<file path="src/rtl/alu_pkg.sv">
// -----------------------------------------------------------------------------
// alu_pkg
// Shared definitions for the EX-stage ALU control block and its multiply/divide
// unit: aluctl encodings, aluop classes, R-type funct codes, the MD sequencer
// state type and small decode helpers.
// No ports (package).
// -----------------------------------------------------------------------------
package alu_pkg;

  // ALU operation encodings driven onto aluctl
  localparam logic [3:0] ALU_AND  = 4'b0000;
  localparam logic [3:0] ALU_OR   = 4'b0001;
  localparam logic [3:0] ALU_ADD  = 4'b0010;
  localparam logic [3:0] ALU_XOR  = 4'b0011;
  localparam logic [3:0] ALU_NOR  = 4'b0100;
  localparam logic [3:0] ALU_SLTU = 4'b0101;
  localparam logic [3:0] ALU_SUB  = 4'b0110;
  localparam logic [3:0] ALU_SLT  = 4'b0111;
  localparam logic [3:0] ALU_SLL  = 4'b1000;
  localparam logic [3:0] ALU_SRL  = 4'b1001;
  localparam logic [3:0] ALU_SRA  = 4'b1010;

  // Main-decoder ALU classes
  localparam logic [1:0] ALUOP_ADD   = 2'b00;
  localparam logic [1:0] ALUOP_SUB   = 2'b01;
  localparam logic [1:0] ALUOP_RTYPE = 2'b10;
  localparam logic [1:0] ALUOP_BR    = 2'b11;

  // R-type funct codes: plain ALU
  localparam logic [5:0] F_ADD  = 6'b100000;
  localparam logic [5:0] F_ADDU = 6'b100001;
  localparam logic [5:0] F_SUB  = 6'b100010;
  localparam logic [5:0] F_SUBU = 6'b100011;
  localparam logic [5:0] F_AND  = 6'b100100;
  localparam logic [5:0] F_OR   = 6'b100101;
  localparam logic [5:0] F_XOR  = 6'b100110;
  localparam logic [5:0] F_NOR  = 6'b100111;
  localparam logic [5:0] F_SLT  = 6'b101010;
  localparam logic [5:0] F_SLTU = 6'b101011;
  localparam logic [5:0] F_SLL  = 6'b000000;
  localparam logic [5:0] F_SRL  = 6'b000010;
  localparam logic [5:0] F_SRA  = 6'b000011;

  // R-type funct codes: multiply/divide and HI/LO moves
  localparam logic [5:0] F_MULT  = 6'b011000;
  localparam logic [5:0] F_MULTU = 6'b011001;
  localparam logic [5:0] F_DIV   = 6'b011010;
  localparam logic [5:0] F_DIVU  = 6'b011011;
  localparam logic [5:0] F_MFHI  = 6'b010000;
  localparam logic [5:0] F_MTHI  = 6'b010001;
  localparam logic [5:0] F_MFLO  = 6'b010010;
  localparam logic [5:0] F_MTLO  = 6'b010011;

  typedef enum logic [1:0] {
    ST_IDLE = 2'd0,
    ST_RUN  = 2'd1,
    ST_FIX  = 2'd2
  } md_state_t;

  // R-type funct -> ALU operation; anything unlisted falls back to ADD
  function automatic logic [3:0] funct_decode(input logic [5:0] f);
    logic [3:0] r;
    r = ALU_ADD;
    case (f)
      F_ADD, F_ADDU: r = ALU_ADD;
      F_SUB, F_SUBU: r = ALU_SUB;
      F_AND:         r = ALU_AND;
      F_OR:          r = ALU_OR;
      F_XOR:         r = ALU_XOR;
      F_NOR:         r = ALU_NOR;
      F_SLT:         r = ALU_SLT;
      F_SLTU:        r = ALU_SLTU;
      F_SLL:         r = ALU_SLL;
      F_SRL:         r = ALU_SRL;
      F_SRA:         r = ALU_SRA;
      default:       r = ALU_ADD;
    endcase
    return r;
  endfunction

  // Ops that start the iterative unit
  function automatic logic is_md_start(input logic [5:0] f);
    return (f == F_MULT) || (f == F_MULTU) || (f == F_DIV) || (f == F_DIVU);
  endfunction

  // Any op that touches HI/LO (must wait while the unit is occupied)
  function automatic logic is_md_any(input logic [5:0] f);
    return is_md_start(f) || (f == F_MFHI) || (f == F_MTHI) ||
           (f == F_MFLO) || (f == F_MTLO);
  endfunction

endpackage

</file>
<file path="src/rtl/alu_control_mc_if.sv">
// -----------------------------------------------------------------------------
// alu_control_mc_if
// Bundles the EX-stage control/operand inputs and the ALU-control / HI-LO
// outputs of alu_control_mc.
//   master: pipeline side (drives aluop, funct, issue, flush, rs_val, rt_val)
//   slave : alu_control_mc (drives aluctl, busy, stall, done, hi, lo, hilo_sel)
// -----------------------------------------------------------------------------
interface alu_control_mc_if #(
  parameter int WIDTH = 32,
  parameter int CTL_W = 4
);
  logic [1:0]       aluop;
  logic [5:0]       funct;
  logic             issue;
  logic             flush;
  logic [WIDTH-1:0] rs_val;
  logic [WIDTH-1:0] rt_val;
  logic [CTL_W-1:0] aluctl;
  logic             busy;
  logic             stall;
  logic             done;
  logic [WIDTH-1:0] hi;
  logic [WIDTH-1:0] lo;
  logic             hilo_sel;

  modport master (
    output aluop, funct, issue, flush, rs_val, rt_val,
    input  aluctl, busy, stall, done, hi, lo, hilo_sel
  );

  modport slave (
    input  aluop, funct, issue, flush, rs_val, rt_val,
    output aluctl, busy, stall, done, hi, lo, hilo_sel
  );
endinterface

</file>
<file path="src/rtl/mdu_iter.sv">
// -----------------------------------------------------------------------------
// mdu_iter
// Iterative multiply/divide datapath: operand registers, step counter and the
// per-cycle shift-add (multiply) or restoring-subtract (divide) step on
// unsigned magnitudes, plus combinational sign correction of the result.
// Ports:
//   clk, rst_n        clock, asynchronous active-low reset
//   load              latch operands/mode, counter <= WIDTH
//   step              perform one iteration, counter - 1
//   clr               abandon the operation (counter <= 0)
//   signed_op, is_div operation mode sampled on load
//   a, b              rs (multiplicand/dividend), rt (multiplier/divisor)
//   last              current step is the final one (counter == 1)
//   res_hi, res_lo    sign-corrected result, valid after the final step
// -----------------------------------------------------------------------------
module mdu_iter #(
  parameter int WIDTH = 32
) (
  input  logic             clk,
  input  logic             rst_n,
  input  logic             load,
  input  logic             step,
  input  logic             clr,
  input  logic             signed_op,
  input  logic             is_div,
  input  logic [WIDTH-1:0] a,
  input  logic [WIDTH-1:0] b,
  output logic             last,
  output logic [WIDTH-1:0] res_hi,
  output logic [WIDTH-1:0] res_lo
);
  localparam int CNT_W = $clog2(WIDTH + 1);

  // acc_reg: partial product high half / partial remainder
  // q_reg  : multiplier shifting out / dividend shifting out, quotient in
  // m_reg  : multiplicand / divisor magnitude
  logic [WIDTH-1:0] acc_reg, q_reg, m_reg;
  logic [CNT_W-1:0] cnt_reg;
  logic             div_reg, neg_q_reg, neg_r_reg, div0_reg;

  logic             a_neg, b_neg;
  logic [WIDTH-1:0] a_mag, b_mag;

  assign a_neg = signed_op & a[WIDTH-1];
  assign b_neg = signed_op & b[WIDTH-1];
  assign a_mag = a_neg ? (~a + 1'b1) : a;
  assign b_mag = b_neg ? (~b + 1'b1) : b;

  // One multiply step: conditionally add, then shift {acc,q} right
  logic [WIDTH:0]   mul_sum;
  logic [WIDTH-1:0] acc_mul, q_mul;
  assign mul_sum = {1'b0, acc_reg} + (q_reg[0] ? {1'b0, m_reg} : '0);
  assign acc_mul = mul_sum[WIDTH:1];
  assign q_mul   = {mul_sum[0], q_reg[WIDTH-1:1]};

  // One restoring-divide step. The partial remainder is always below the
  // divisor, so shifted < 2*divisor and the top bit of diff is a clean borrow.
  logic [WIDTH:0]   div_shift, div_diff;
  logic             div_ge;
  logic [WIDTH-1:0] acc_div, q_div;
  assign div_shift = {acc_reg, q_reg[WIDTH-1]};
  assign div_diff  = div_shift - {1'b0, m_reg};
  assign div_ge    = ~div_diff[WIDTH];
  assign acc_div   = div_ge ? div_diff[WIDTH-1:0] : div_shift[WIDTH-1:0];
  assign q_div     = {q_reg[WIDTH-2:0], div_ge};

  always_ff @(posedge clk or negedge rst_n) begin
    if (!rst_n) begin
      acc_reg   <= '0;
      q_reg     <= '0;
      m_reg     <= '0;
      cnt_reg   <= '0;
      div_reg   <= 1'b0;
      neg_q_reg <= 1'b0;
      neg_r_reg <= 1'b0;
      div0_reg  <= 1'b0;
    end else if (clr) begin
      cnt_reg <= '0;
    end else if (load) begin
      acc_reg   <= '0;
      q_reg     <= a_mag;
      m_reg     <= b_mag;
      cnt_reg   <= CNT_W'(WIDTH);
      div_reg   <= is_div;
      neg_q_reg <= a_neg ^ b_neg;
      neg_r_reg <= a_neg;
      div0_reg  <= is_div && (b == '0);
    end else if (step) begin
      acc_reg <= div_reg ? acc_div : acc_mul;
      q_reg   <= div_reg ? q_div : q_mul;
      cnt_reg <= cnt_reg - 1'b1;
    end
  end

  assign last = (cnt_reg == CNT_W'(1));

  // Sign correction. Divide by zero leaves the dividend magnitude in acc, so
  // restoring its sign returns rs_val in hi; lo is forced to all ones.
  // Most-negative / -1 falls out naturally: the magnitude quotient 2^(W-1)
  // negates back to itself and the remainder is zero.
  logic [2*WIDTH-1:0] prod, prod_fix;
  logic [WIDTH-1:0]   quo_fix, rem_fix;
  assign prod     = {acc_reg, q_reg};
  assign prod_fix = neg_q_reg ? (~prod + 1'b1) : prod;
  assign quo_fix  = div0_reg ? '1 : (neg_q_reg ? (~q_reg + 1'b1) : q_reg);
  assign rem_fix  = neg_r_reg ? (~acc_reg + 1'b1) : acc_reg;

  assign res_hi = div_reg ? rem_fix : prod_fix[2*WIDTH-1:WIDTH];
  assign res_lo = div_reg ? quo_fix : prod_fix[WIDTH-1:0];

endmodule

</file>
<file path="src/rtl/alu_control_mc.sv">
// -----------------------------------------------------------------------------
// alu_control_mc
// EX-stage ALU control: combinational aluctl decode plus a multi-cycle
// multiply/divide sequencer owning the HI/LO registers.
// Ports:
//   clk, rst_n  clock, asynchronous active-low reset
//   bus (slave) aluop/funct/issue/flush/rs_val/rt_val in;
//               aluctl/busy/stall/done/hi/lo/hilo_sel out
// An MD op is accepted only while idle; while the unit runs, any HI/LO op
// stalls EX, other ops flow through untouched.
// -----------------------------------------------------------------------------
module alu_control_mc
  import alu_pkg::*;
#(
  parameter int WIDTH = 32,
  parameter int CTL_W = 4
) (
  input  logic              clk,
  input  logic              rst_n,
  alu_control_mc_if.slave   bus
);
  md_state_t        state_reg, state_next;
  logic [3:0]       ctl_enc;
  logic             is_rtype, md_any, md_start, start_ok;
  logic             busy, mdu_load, mdu_step, write_res;
  logic             mdu_last;
  logic [WIDTH-1:0] mdu_hi, mdu_lo;
  logic [WIDTH-1:0] hi_reg, lo_reg;
  logic             done_reg;
  logic             move_ok;

  // ---------------- ALU operation decode ----------------
  always_comb begin
    ctl_enc = ALU_ADD;
    case (bus.aluop)
      ALUOP_ADD:   ctl_enc = ALU_ADD;
      ALUOP_SUB:   ctl_enc = ALU_SUB;
      ALUOP_BR:    ctl_enc = ALU_SUB;
      ALUOP_RTYPE: ctl_enc = funct_decode(bus.funct);
      default:     ctl_enc = ALU_ADD;
    endcase
  end

  assign bus.aluctl = CTL_W'(ctl_enc);

  assign is_rtype = (bus.aluop == ALUOP_RTYPE);
  assign md_any   = is_rtype && is_md_any(bus.funct);
  assign md_start = is_rtype && is_md_start(bus.funct);
  assign start_ok = bus.issue && md_start && !bus.flush;

  // ---------------- sequencer: state register ----------------
  always_ff @(posedge clk or negedge rst_n) begin
    if (!rst_n) state_reg <= ST_IDLE;
    else        state_reg <= state_next;
  end

  // ---------------- sequencer: next state ----------------
  always_comb begin
    state_next = state_reg;
    case (state_reg)
      ST_IDLE: if (start_ok) state_next = ST_RUN;
      ST_RUN: begin
        if (bus.flush)     state_next = ST_IDLE;
        else if (mdu_last) state_next = ST_FIX;
      end
      ST_FIX:  state_next = ST_IDLE;
      default: state_next = ST_IDLE;
    endcase
  end

  // ---------------- sequencer: outputs ----------------
  always_comb begin
    busy      = (state_reg != ST_IDLE);
    mdu_load  = (state_reg == ST_IDLE) && start_ok;
    mdu_step  = (state_reg == ST_RUN) && !bus.flush;
    write_res = (state_reg == ST_FIX) && !bus.flush;
  end

  mdu_iter #(.WIDTH(WIDTH)) u_mdu (
    .clk       (clk),
    .rst_n     (rst_n),
    .load      (mdu_load),
    .step      (mdu_step),
    .clr       (bus.flush),
    .signed_op ((bus.funct == F_MULT) || (bus.funct == F_DIV)),
    .is_div    ((bus.funct == F_DIV) || (bus.funct == F_DIVU)),
    .a         (bus.rs_val),
    .b         (bus.rt_val),
    .last      (mdu_last),
    .res_hi    (mdu_hi),
    .res_lo    (mdu_lo)
  );

  // ---------------- HI/LO and done ----------------
  // mthi/mtlo write only when the unit is idle (otherwise they are stalled)
  assign move_ok = bus.issue && !busy && !bus.flush && is_rtype;

  always_ff @(posedge clk or negedge rst_n) begin
    if (!rst_n) begin
      hi_reg   <= '0;
      lo_reg   <= '0;
      done_reg <= 1'b0;
    end else begin
      done_reg <= write_res;
      if (write_res) begin
        hi_reg <= mdu_hi;
        lo_reg <= mdu_lo;
      end else if (move_ok && (bus.funct == F_MTHI)) begin
        hi_reg <= bus.rs_val;
      end else if (move_ok && (bus.funct == F_MTLO)) begin
        lo_reg <= bus.rs_val;
      end
    end
  end

  assign bus.busy     = busy;
  assign bus.stall    = bus.issue && busy && md_any;
  assign bus.done     = done_reg;
  assign bus.hi       = hi_reg;
  assign bus.lo       = lo_reg;
  assign bus.hilo_sel = is_rtype && (bus.funct == F_MFHI);

endmodule

</file>
<file path="src/flat_wrapper.sv">
// flat-port wrapper written by rule: the top's interface ports become plain ports
module alu_control_mc_flat import alu_pkg::*;
#(
  parameter int WIDTH = 32,
  parameter int CTL_W = 4
)
  (clk, rst_n, bus_aluop, bus_funct, bus_issue, bus_flush, bus_rs_val, bus_rt_val, bus_aluctl, bus_busy, bus_stall, bus_done, bus_hi, bus_lo, bus_hilo_sel);
  alu_control_mc_if #(.WIDTH(WIDTH), .CTL_W(CTL_W)) bus_i ();
  input  logic clk;
  input  logic rst_n;
  input wire logic [$bits(bus_i.aluop)-1:0] bus_aluop;
  input wire logic [$bits(bus_i.funct)-1:0] bus_funct;
  input wire logic [$bits(bus_i.issue)-1:0] bus_issue;
  input wire logic [$bits(bus_i.flush)-1:0] bus_flush;
  input wire logic [$bits(bus_i.rs_val)-1:0] bus_rs_val;
  input wire logic [$bits(bus_i.rt_val)-1:0] bus_rt_val;
  output wire logic [$bits(bus_i.aluctl)-1:0] bus_aluctl;
  output wire logic [$bits(bus_i.busy)-1:0] bus_busy;
  output wire logic [$bits(bus_i.stall)-1:0] bus_stall;
  output wire logic [$bits(bus_i.done)-1:0] bus_done;
  output wire logic [$bits(bus_i.hi)-1:0] bus_hi;
  output wire logic [$bits(bus_i.lo)-1:0] bus_lo;
  output wire logic [$bits(bus_i.hilo_sel)-1:0] bus_hilo_sel;
  assign bus_i.aluop = bus_aluop;
  assign bus_i.funct = bus_funct;
  assign bus_i.issue = bus_issue;
  assign bus_i.flush = bus_flush;
  assign bus_i.rs_val = bus_rs_val;
  assign bus_i.rt_val = bus_rt_val;
  assign bus_aluctl = bus_i.aluctl;
  assign bus_busy = bus_i.busy;
  assign bus_stall = bus_i.stall;
  assign bus_done = bus_i.done;
  assign bus_hi = bus_i.hi;
  assign bus_lo = bus_i.lo;
  assign bus_hilo_sel = bus_i.hilo_sel;
  alu_control_mc #(.WIDTH(WIDTH), .CTL_W(CTL_W)) u_core (.clk(clk), .rst_n(rst_n), .bus(bus_i));
endmodule
</file>
<file path="config.mk">
export PLATFORM = sky130hd
export DESIGN_NAME = alu_control_mc_flat
export DESIGN_NICKNAME = d
export VERILOG_FILES = /design/src/rtl/alu_pkg.sv /design/src/rtl/alu_control_mc_if.sv /design/src/rtl/mdu_iter.sv /design/src/rtl/alu_control_mc.sv /design/src/flat_wrapper.sv
export SDC_FILE = /design/constraint.sdc
export NUM_CORES = 1
export LEC_CHECK = 0
export BUFFER_PORTS_ARGS = -buffer_cell sky130_fd_sc_hd__buf_2
export CORE_ASPECT_RATIO = 2
export CORE_MARGIN = 3
export CORE_UTILIZATION = 55
export DETAILED_ROUTE_END_ITERATION = 10
export GPL_TIMING_DRIVEN = 0
export HOLD_SLACK_MARGIN = 0.1
export PLACE_DENSITY = 0.84
export SETUP_SLACK_MARGIN = 0.02
export SKIP_CTS_REPAIR_TIMING = 1
export SLEW_MARGIN = 40
export SYNTH_ARGS = -nofsm -noshare
export SYNTH_HDL_FRONTEND = slang
export SYNTH_SLANG_ARGS = --single-unit
</file>
<file path="constraint.sdc">
create_clock -name clk -period 7.1 [get_ports clk]
set_input_delay 0.355 -clock clk [delete_from_list [all_inputs] [get_ports clk]]
set_output_delay 0.355 -clock clk [all_outputs]
set_load 0.02 [all_outputs]
</file>
==> flow_metrics.tcl, run 1 <==
set metrics [dict create \
    rsz0062_at_grt "no" \
    startpoint_type "flip-flop" \
    hold_violations 0 \
    final_cell_mix "nand2_1, a21oi_1, dfrtp_1" \
    clock_path_buffers 2 \
    fmax_ghz 0.177 \
    io_pins 148 \
    syn_area_per_cell_sq_um 8.04 \
    layout_commonest_cell "nand2_1" \
    grt_start_max_net_pins 72 \
    path_max_fanout 10 \
    dieArea_sq_um 28900 \
    ir_drop_uv 176 \
    finalSetupViolations 0 \
    post-route-period-util 0.796 \
    clock_latency_ns 0.47 \
    dieHeight_um 238 \
    crit_path_end_kind "flip-flop" \
    coreArea_sq_um 26400 \
    power_mw 2.85 \
    cp.required_ns 7.49 \
    clk_pin_slew_worst_paths_ns 0.07 \
    dp.cells 2325 \
    antenna_found_initial 1 \
    dr.pass1.iters 6 \
    ys_ff_latch 173 \
    tightest_slew_ns 0.956 \
    power-per-cell-area_nw_per_um2 171 \
    grt_overflow_total 0 \
    h-tree-depth 4 \
    vias 15300 \
    routed_wl_um 54300 \
    ant_nets 0 \
    via_per_inst 6.49 \
    tns_ns 0 \
    cp_slowest_cell "xnor2_1" \
    mappedNetlistArea_sq_um 14700 \
    drive_gt1_frac 0.120 \
    status "finished, final reports clean" \
    cpPeakStageDelay_ns 0.73 \
    cts_tree "built" \
    regToRegSetupSlack_ns 1.45 \
    drtIter0Drc 1369 \
    syn2layout_area_growth_pct 12.7 \
    track_usage 0.373 \
    drcViolationCount 0 \
    cts_root_buf "clkbuf_16" \
    nets 2155 \
    crit_arrival_ns 6.04 \
    async_flop_share 1.00 \
    instances_no_fill 2360 \
    ys_seq_area_frac 0.294 \
    die-width_um 122 \
    syn-num-nets 1987 \
    ys.warnings.count 0 \
    synthFlopType "dfrtp_1" \
    timing.hold.ws_ns 0.142 \
    num_rows 84 \
    cp_cell_sequence "clkbuf_1, inv_1, fa_1, nand2b_1, a21oi_1, o211a_1, a21oi_1, o21bai_1, a31o_2, a31oi_1, xnor2_1, clkbuf_1, nand2_1, o211ai_1" \
    slew_violations 0 \
    holdPathEnd "u_core.u_mdu.cnt_reg[2]$_DFFE_PN0P_" \
    place_congestion 1.04 \
    dpl.hpwl_um 42300 \
    first_global_vias 15400 \
    floorplan.initialDensity 0.559 \
    cts_buffers 17 \
    rr_startpoint "u_core.u_mdu.acc_reg[0]$_DFFE_PN0P_" \
    clock_sinks 173 \
    synth-edff-count 0 \
    whs_path_depth 2 \
    p_leak_nw 7.78 \
    timing.rr.end "u_core.u_mdu.acc_reg[27]$_DFFE_PN0P_" \
    grt_pass1_wl_um 82300 \
    drt-wirelength-per-cell_um 23.0 \
    portBuffers 145 \
    crit_type "reg -> reg" \
    reg2reg_depth 14 \
    syn_inst 1834 \
    min_period_ns 5.65 \
    synth.distinct_cells 86 \
    clock_skew_ns 0.0116 \
    maxSlewHeadroom 0.363 \
    cap_violations 0 \
    worstHoldPathType "in -> reg" \
    hp-start "bus_flush" \
]
cell families (layout without fill, tap and decap cells):
family | Yosys count | in the layout | synth area share
multiplexers | 88 | 88 | 0.0603
other | 0 | 1 | 0
flip-flops | 173 | 173 | 0.294
AND/OR/NAND/NOR | 603 | 603 | 0.192
adder cells (fa/ha/maj) | 77 | 77 | 0.0664
XOR/XNOR | 173 | 173 | 0.103
buffers and inverters | 177 | 358 | 0.0549
AO/OA/AOI/OAI | 543 | 543 | 0.230
final cells by class:
type                       instances  area [sq um]
antenna                            1          2.50
buffer                           106           548
clock buffer                      20           447
clock inverter                    12           158
fill                            2328          9770
inverter                          71           267
multi-input combinational       1484          9630
sequential                       173          4330
tap                              344           430
timing repair buffer             149           806
power breakdown:
part           switching (mW)  internal (mW)  total (mW)
logic                   0.448          0.294       0.742
clock network           0.437          0.565        1.00
registers              0.0628           1.04        1.10
total                   0.947           1.90        2.85
per-layer routing:
metal | vias to the layer above | routed length, um | GRT usage
li1 | 6921 | - | -
met1 | 7235 | 16500 | 0.328
met2 | 826 | 27800 | 0.663
met3 | 330 | 3420 | 0.0838
met4 | 0 | 6570 | 0.371
met5 | - | 0 | 0
critical path, delay by kind of cell (launching register included):
family,cells,cell delay (ns)
fa+ha+maj,1,0.50
compound gates,7,1.89
simple gates,2,0.55
flops,1,0.41
buf+inv,3,1.48
xor+xnor,1,0.73
worst max path at each step:
| stage | start | to |
|---|---|---|
| finish | u_core.u_mdu.acc_reg[0]$_DFFE_PN0P_ | u_core.u_mdu.acc_reg[27]$_DFFE_PN0P_ |
| global route | u_core.u_mdu.acc_reg[0]$_DFFE_PN0P_ | u_core.u_mdu.acc_reg[27]$_DFFE_PN0P_ |
| CTS | u_core.u_mdu.acc_reg[0]$_DFFE_PN0P_ | u_core.u_mdu.acc_reg[27]$_DFFE_PN0P_ |
| detailed placement | u_core.u_mdu.acc_reg[0]$_DFFE_PN0P_ | u_core.u_mdu.acc_reg[27]$_DFFE_PN0P_ |
| global placement | u_core.u_mdu.acc_reg[0]$_DFFE_PN0P_ | u_core.u_mdu.acc_reg[27]$_DFFE_PN0P_ |
| floorplan | u_core.u_mdu.acc_reg[0]$_DFFE_PN0P_ | u_core.u_mdu.acc_reg[0]$_DFFE_PN0P_ |
Yosys cell counts, drive strengths merged, types with 7 or more instances:
cell,n,area share
xor2,99,0.059
and2,14,0.0059
nor3,46,0.016
or3,14,0.0064
and3,14,0.0059
nor2,164,0.042
o21a,9,0.0046
o211ai,7,0.0036
nand3,28,0.0095
nand4,11,0.0047
or4,15,0.0090
nor4,20,0.0085
mux2i,82,0.056
a211oi,35,0.018
a22oi,25,0.013
inv,70,0.018
dfrtp,173,0.29
o31ai,29,0.015
o21ai,149,0.053
nand2b,21,0.0094
a31oi,14,0.0059
nand2,216,0.055
xnor2,74,0.044
a32oi,33,0.020
nor2b,13,0.0055
nand3b,7,0.0036
a21o,17,0.0087
buf,21,0.0091
ha,75,0.064
clkbuf,80,0.021
a21oi,174,0.059
through the flow:
| step | setup WS, ns | cell area (sq um) | utilization |
|---|---|---|---|
| after floorplan | 3.65 | 14700 | - |
| after global placement | 1.71 | 15900 | 0.603 |
| after detailed placement | 1.60 | 16000 | 0.606 |
| after CTS | 1.58 | 16600 | 0.629 |
| after global routing | 1.35 | 16600 | 0.630 |
| final | 1.45 | 16600 | 0.630 |
(Power assumes the default switching activity.)
==> run 2: changes to the inputs <==
--- a/config.mk
+++ b/config.mk
@@ -12,7 +12,7 @@
 export DETAILED_ROUTE_END_ITERATION = 10
 export GPL_TIMING_DRIVEN = 0
 export HOLD_SLACK_MARGIN = 0.1
-export PLACE_DENSITY = 0.84
+export PLACE_DENSITY = 0.87
 export SETUP_SLACK_MARGIN = 0.02
 export SKIP_CTS_REPAIR_TIMING = 1
 export SLEW_MARGIN = 40
==> constraint.sdc (replaced) <==
create_clock -name clk -period 5.1 [get_ports clk]
set_input_delay 0.255 -clock clk [delete_from_list [all_inputs] [get_ports clk]]
set_output_delay 0.255 -clock clk [all_outputs]
set_load 0.02 [all_outputs]
==> run 2 against run 1 <==
  * Global-route usage is 0.14 points lower
  * Critical endpoint is now u_core.u_mdu.acc_reg[0]$_DFFE_PN0P_
  * Cell count stayed put
  * Combinational power is 39% higher
  * Largest cell class unchanged
  * Clock skew is 0.0012 ns lower
  * Non-clock buffer count is 1 higher
  * Highest routed layer is now met5
  * Sequential share of layout area hardly changed
==> flow_metrics.tcl, run 2 (synthesis results as in run 1) <==
set metrics [dict create \
    critPathLaunch "u_core.u_mdu.q_reg[31]$_DFFE_PN0P_" \
    io_pins 148 \
    dieHeight_um 238 \
    fmax_ghz 0.202 \
    worstHoldPathType "in -> reg" \
    tns_ns 0 \
    cts_tree "built" \
    place_congestion 1.02 \
    diodes 0 \
    dpl.hpwl_um 42200 \
    clock_latency_ns 0.47 \
    slew_violations 0 \
    tightest_slew_ns 0.933 \
    vias 15300 \
    power_mw 3.93 \
    postLayoutCellArea_sq_um 16600 \
    num_rows 84 \
    p_leak_nw 7.78 \
    power-per-cell-area_nw_per_um2 236 \
    crit_arrival_ns 5.33 \
    dpl_cell_area_sq_um 16000 \
    clock_skew_ns 0.0104 \
    clock_sinks 173 \
    path_max_fanout 10 \
    min_period_ns 4.96 \
    first_global_vias 15600 \
    timing.rr.end "u_core.u_mdu.acc_reg[0]$_DFFE_PN0P_" \
    h-tree-depth 4 \
    nets 2156 \
    rsz0062_at_grt "no" \
    drt-wirelength-per-cell_um 22.8 \
    startpoint_type "flip-flop" \
    clk_pin_slew_worst_paths_ns 0.07 \
    syn2layout_area_growth_pct 12.8 \
    final_cell_mix "nand2_1, a21oi_1, dfrtp_1" \
    status "finished, final reports clean" \
    layout_commonest_cell "nand2_1" \
    cts_root_buf "clkbuf_16" \
    clock_path_buffers 2 \
    rr_startpoint "u_core.u_mdu.q_reg[31]$_DFFE_PN0P_" \
    track_usage 0.371 \
    crit_type "reg -> reg" \
    via_per_inst 6.50 \
    coreArea_sq_um 26400 \
    drive_gt1_frac 0.122 \
    antenna_found_initial 2 \
    portBuffers 145 \
    grt_start_max_net_pins 76 \
    drcViolationCount 0 \
    finalSetupViolations 0 \
    crit_path_end_kind "flip-flop" \
    dieArea_sq_um 28900 \
    regToRegSetupSlack_ns 0.14 \
    hp-start "bus_rt_val[23]" \
    cts_buffers 17 \
    fin_ws_ns 0.144 \
    cap_violations 0 \
    grt_pass1_wl_um 82500 \
    routed_wl_um 53900 \
    ant_nets 0 \
    ir_drop_uv 247 \
    cp-endpoint "u_core.u_mdu.acc_reg[0]$_DFFE_PN0P_" \
    hold_violations 0 \
    die-width_um 122 \
    cp.required_ns 5.48 \
    floorplan.initialDensity 0.559 \
    fillers 2319 \
    grt_overflow_total 0 \
    drtIter0Drc 1497 \
    dr.pass1.iters 8 \
    dp_slack_ns -0.241 \
    maxSlewHeadroom 0.378 \
    post-route-period-util 0.972 \
    reg2reg_depth 14 \
]
[run 2: critical path, stage by stage, from the launching register on]
cell	delay (ns)
dfrtp_1	0.54
inv_1	0.24
ha_1	0.30
fa_1	0.40
nand2b_1	0.19
a21oi_1	0.21
o211a_1	0.31
a21oi_1	0.13
o21bai_1	0.50
a31o_2	0.31
a31oi_1	0.20
xnor2_2	0.49
buf_2	0.47
mux2_2	0.39
o221ai_1	0.16
[run 2: worst min path at each step]
stage                                                to  slack, ns  cells after the start
floorplan                     u_core.bus.done$_DFF_PN0_      -0.04                      0
finish               u_core.u_mdu.m_reg[23]$_DFFE_PN0P_       0.09                      3
detailed placement        u_core.bus.lo[24]$_DFFE_PN0P_       0.12                      1
CTS                       u_core.bus.lo[24]$_DFFE_PN0P_      -0.37                      1
global placement    u_core.u_mdu.cnt_reg[1]$_DFFE_PN0P_       0.49                      2
global route              u_core.bus.lo[19]$_DFFE_PN0P_       0.10                      3
[run 2: area by class of cell]
cell class | count | area [sq um] | share of cell area
Tap cell | 344 | 430 | 0.0259
Clock buffer | 19 | 453 | 0.0272
Sequential cell | 173 | 4330 | 0.260
Multi-Input combinational cell | 1484 | 9630 | 0.580
Inverter | 71 | 267 | 0.0160
Timing Repair Buffer | 150 | 821 | 0.0494
Clock inverter | 13 | 140 | 0.00843
Buffer | 106 | 549 | 0.0330
[run 2: routing by layer]
metal,track usage,share of wire,vias up
met5,0,0.00056,-
met4,0.378,0.12,4
met3,0.0869,0.066,343
met2,0.656,0.51,784
met1,0.324,0.31,7264
li1,-,-,6935
[run 2: metrics by stage]
stage / std cells / util / hold WS (ns)
finish: 2360 / 0.630 / 0.0939
global route: 2360 / 0.630 / 0.101
CTS: 2357 / 0.628 / -0.370
detailed placement: 2325 / 0.606 / 0.120
global placement: 2323 / 0.603 / 0.494
floorplan: 1834 / - / -0.0406
[run 2: power by group]
group          switching, mW  total [mW]  internal [mW]
Combinational          0.623        1.03          0.411
Sequential            0.0873        1.54           1.45
Clock                  0.611        1.36          0.747
==> run 3: changes to the inputs <==
--- a/config.mk
+++ b/config.mk
@@ -12,7 +12,7 @@
 export DETAILED_ROUTE_END_ITERATION = 10
 export GPL_TIMING_DRIVEN = 0
 export HOLD_SLACK_MARGIN = 0.1
-export PLACE_DENSITY = 0.87
+export PLACE_DENSITY_LB_ADDON = 0.1
 export SETUP_SLACK_MARGIN = 0.02
 export SKIP_CTS_REPAIR_TIMING = 1
 export SLEW_MARGIN = 40
==> run 3 against run 2 <==
  * Clock power decreased by 4%
  * Worst setup slack better by 0.11 ns
  * Sequential share of layout area hardly changed
  * Hold slack better by 0.0036 ns
  * Die area did not move
  * Highest routed layer is now met4
==> flow_metrics.tcl, run 3 (synthesis results as in run 1) <==
set metrics [dict create \
    status "finished, final reports clean" \
    power-per-cell-area_nw_per_um2 233 \
    drtIter0Drc 1296 \
    dpl_cell_area_sq_um 16000 \
    cp.required_ns 5.48 \
    worstHoldPathType "in -> reg" \
    fin_ws_ns 0.252 \
    io_pins 148 \
    cts_buffers 17 \
    num_rows 84 \
    first_global_vias 15100 \
    layout_commonest_cell "nand2_1" \
    cp_slowest_cell "o21bai_1" \
    whs_path_depth 3 \
    grt_overflow_total 0 \
    drt-wirelength-per-cell_um 22.4 \
    finalSetupViolations 0 \
    cp_num_cells 14 \
    floorplan.initialDensity 0.559 \
    cpPeakStageDelay_ns 0.49 \
    tightest_slew_ns 0.886 \
    dp_slack_ns -0.358 \
    final_cell_mix "nand2_1, a21oi_1, dfrtp_1" \
    drcViolationCount 0 \
    die-width_um 122 \
    timing.rr.end "u_core.u_mdu.acc_reg[0]$_DFFE_PN0P_" \
    fmax_ghz 0.206 \
    portBuffers 145 \
    place_congestion 0.996 \
    clock_latency_ns 0.47 \
    track_usage 0.369 \
    cp_common_cell "a21oi_1" \
    rr_startpoint "u_core.u_mdu.q_reg[31]$_DFFE_PN0P_" \
    p_leak_nw 7.79 \
    antenna_found_initial 0 \
    path_max_fanout 10 \
    hp-start "bus_rt_val[27]" \
    ir_drop_uv 243 \
    nets 2158 \
    clock_path_buffers 2 \
    power_mw 3.87 \
    dieArea_sq_um 28900 \
    vias 14800 \
    maxSlewHeadroom 0.410 \
    routed_wl_um 52800 \
    postLayoutCellArea_sq_um 16600 \
    cap_violations 0 \
    fillers 2458 \
    dpl.hpwl_um 42100 \
    cts_tree "built" \
    via_per_inst 6.28 \
    reg2reg_depth 14 \
    crit_path_end_kind "flip-flop" \
    coreArea_sq_um 26400 \
    regToRegSetupSlack_ns 0.25 \
    syn2layout_area_growth_pct 12.8 \
    dp.cells 2325 \
    crit_type "reg -> reg" \
    diodes 0 \
    clock_skew_ns 0.00898 \
    instances_no_fill 2362 \
    min_period_ns 4.85 \
    holdPathEnd "u_core.u_mdu.m_reg[27]$_DFFE_PN0P_" \
    crit_arrival_ns 5.23 \
    worstPathBufferInverterCount 2 \
    drive_gt1_frac 0.121 \
    grt_start_max_net_pins 71 \
    clock_sinks 173 \
    cp_cell_sequence "inv_1, ha_1, fa_1, nand2b_1, a21oi_1, o211a_1, a21oi_1, o21bai_1, a31o_2, a31oi_1, xnor2_2, buf_2, mux2_2, o221ai_1" \
    clk_pin_slew_worst_paths_ns 0.07 \
    grt_pass1_wl_um 81300 \
    hold_violations 0 \
    cts_root_buf "clkbuf_16" \
    h-tree-depth 4 \
    rsz0062_at_grt "no" \
    post-route-period-util 0.951 \
    utilization 0.630 \
    timing.hold.ws_ns 0.0975 \
    dieHeight_um 238 \
    tns_ns 0 \
    ant_nets 0 \
    slew_violations 0 \
    startpoint_type "flip-flop" \
    cp_top_family "compound AO/OA/AOI/OAI gates" \
    dr.pass1.iters 5 \
]
==> run 3: area by class of cell <==
type	instances	area (sq um)	share of cell area
multi-input cells	1484	9640	0.580
flip-flops and latches	173	4330	0.260
repair buffers	152	841	0.0506
plain buffers	106	548	0.0330
clock buffers	18	439	0.0264
well taps	344	430	0.0259
inverters	71	267	0.0160
clock inverters	14	134	0.00805
==> run 3: report_power, final <==
| group | internal [mW] | total, mW | switching, mW |
|---|---|---|---|
| logic | 0.411 | 1.03 | 0.617 |
| registers | 1.45 | 1.53 | 0.0846 |
| clock network | 0.692 | 1.31 | 0.618 |
==> run 3: routing by layer <==
metal	track usage	share of wire	vias to the layer above
li1	-	-	6939
met5	0	0	-
met3	0.0698	0.052	249
met1	0.341	0.32	7031
met4	0.324	0.10	0
met2	0.669	0.52	617
==> run 3: worst max path at each step <==
stage,startpoint,to
after global routing,u_core.u_mdu.q_reg[31]$_DFFE_PN0P_,u_core.u_mdu.acc_reg[0]$_DFFE_PN0P_
after global placement,u_core.u_mdu.acc_reg[0]$_DFFE_PN0P_,u_core.u_mdu.acc_reg[27]$_DFFE_PN0P_
after CTS,u_core.u_mdu.acc_reg[0]$_DFFE_PN0P_,u_core.u_mdu.acc_reg[27]$_DFFE_PN0P_
after detailed placement,u_core.u_mdu.acc_reg[0]$_DFFE_PN0P_,u_core.u_mdu.acc_reg[27]$_DFFE_PN0P_
final,u_core.u_mdu.q_reg[31]$_DFFE_PN0P_,u_core.u_mdu.acc_reg[0]$_DFFE_PN0P_
after floorplan,u_core.u_mdu.acc_reg[0]$_DFFE_PN0P_,u_core.u_mdu.acc_reg[0]$_DFFE_PN0P_
==> run 3: worst reg2reg max path: stages, from the launching register on <==
cell and delay [ns]:
dfrtp_1 0.48, inv_1 0.26, ha_1 0.31, fa_1 0.40
nand2b_1 0.18, a21oi_1 0.20, o211a_1 0.30, a21oi_1 0.14
o21bai_1 0.49, a31o_2 0.33, a31oi_1 0.21, xnor2_2 0.48
buf_2 0.45, mux2_2 0.41, o221ai_1 0.14
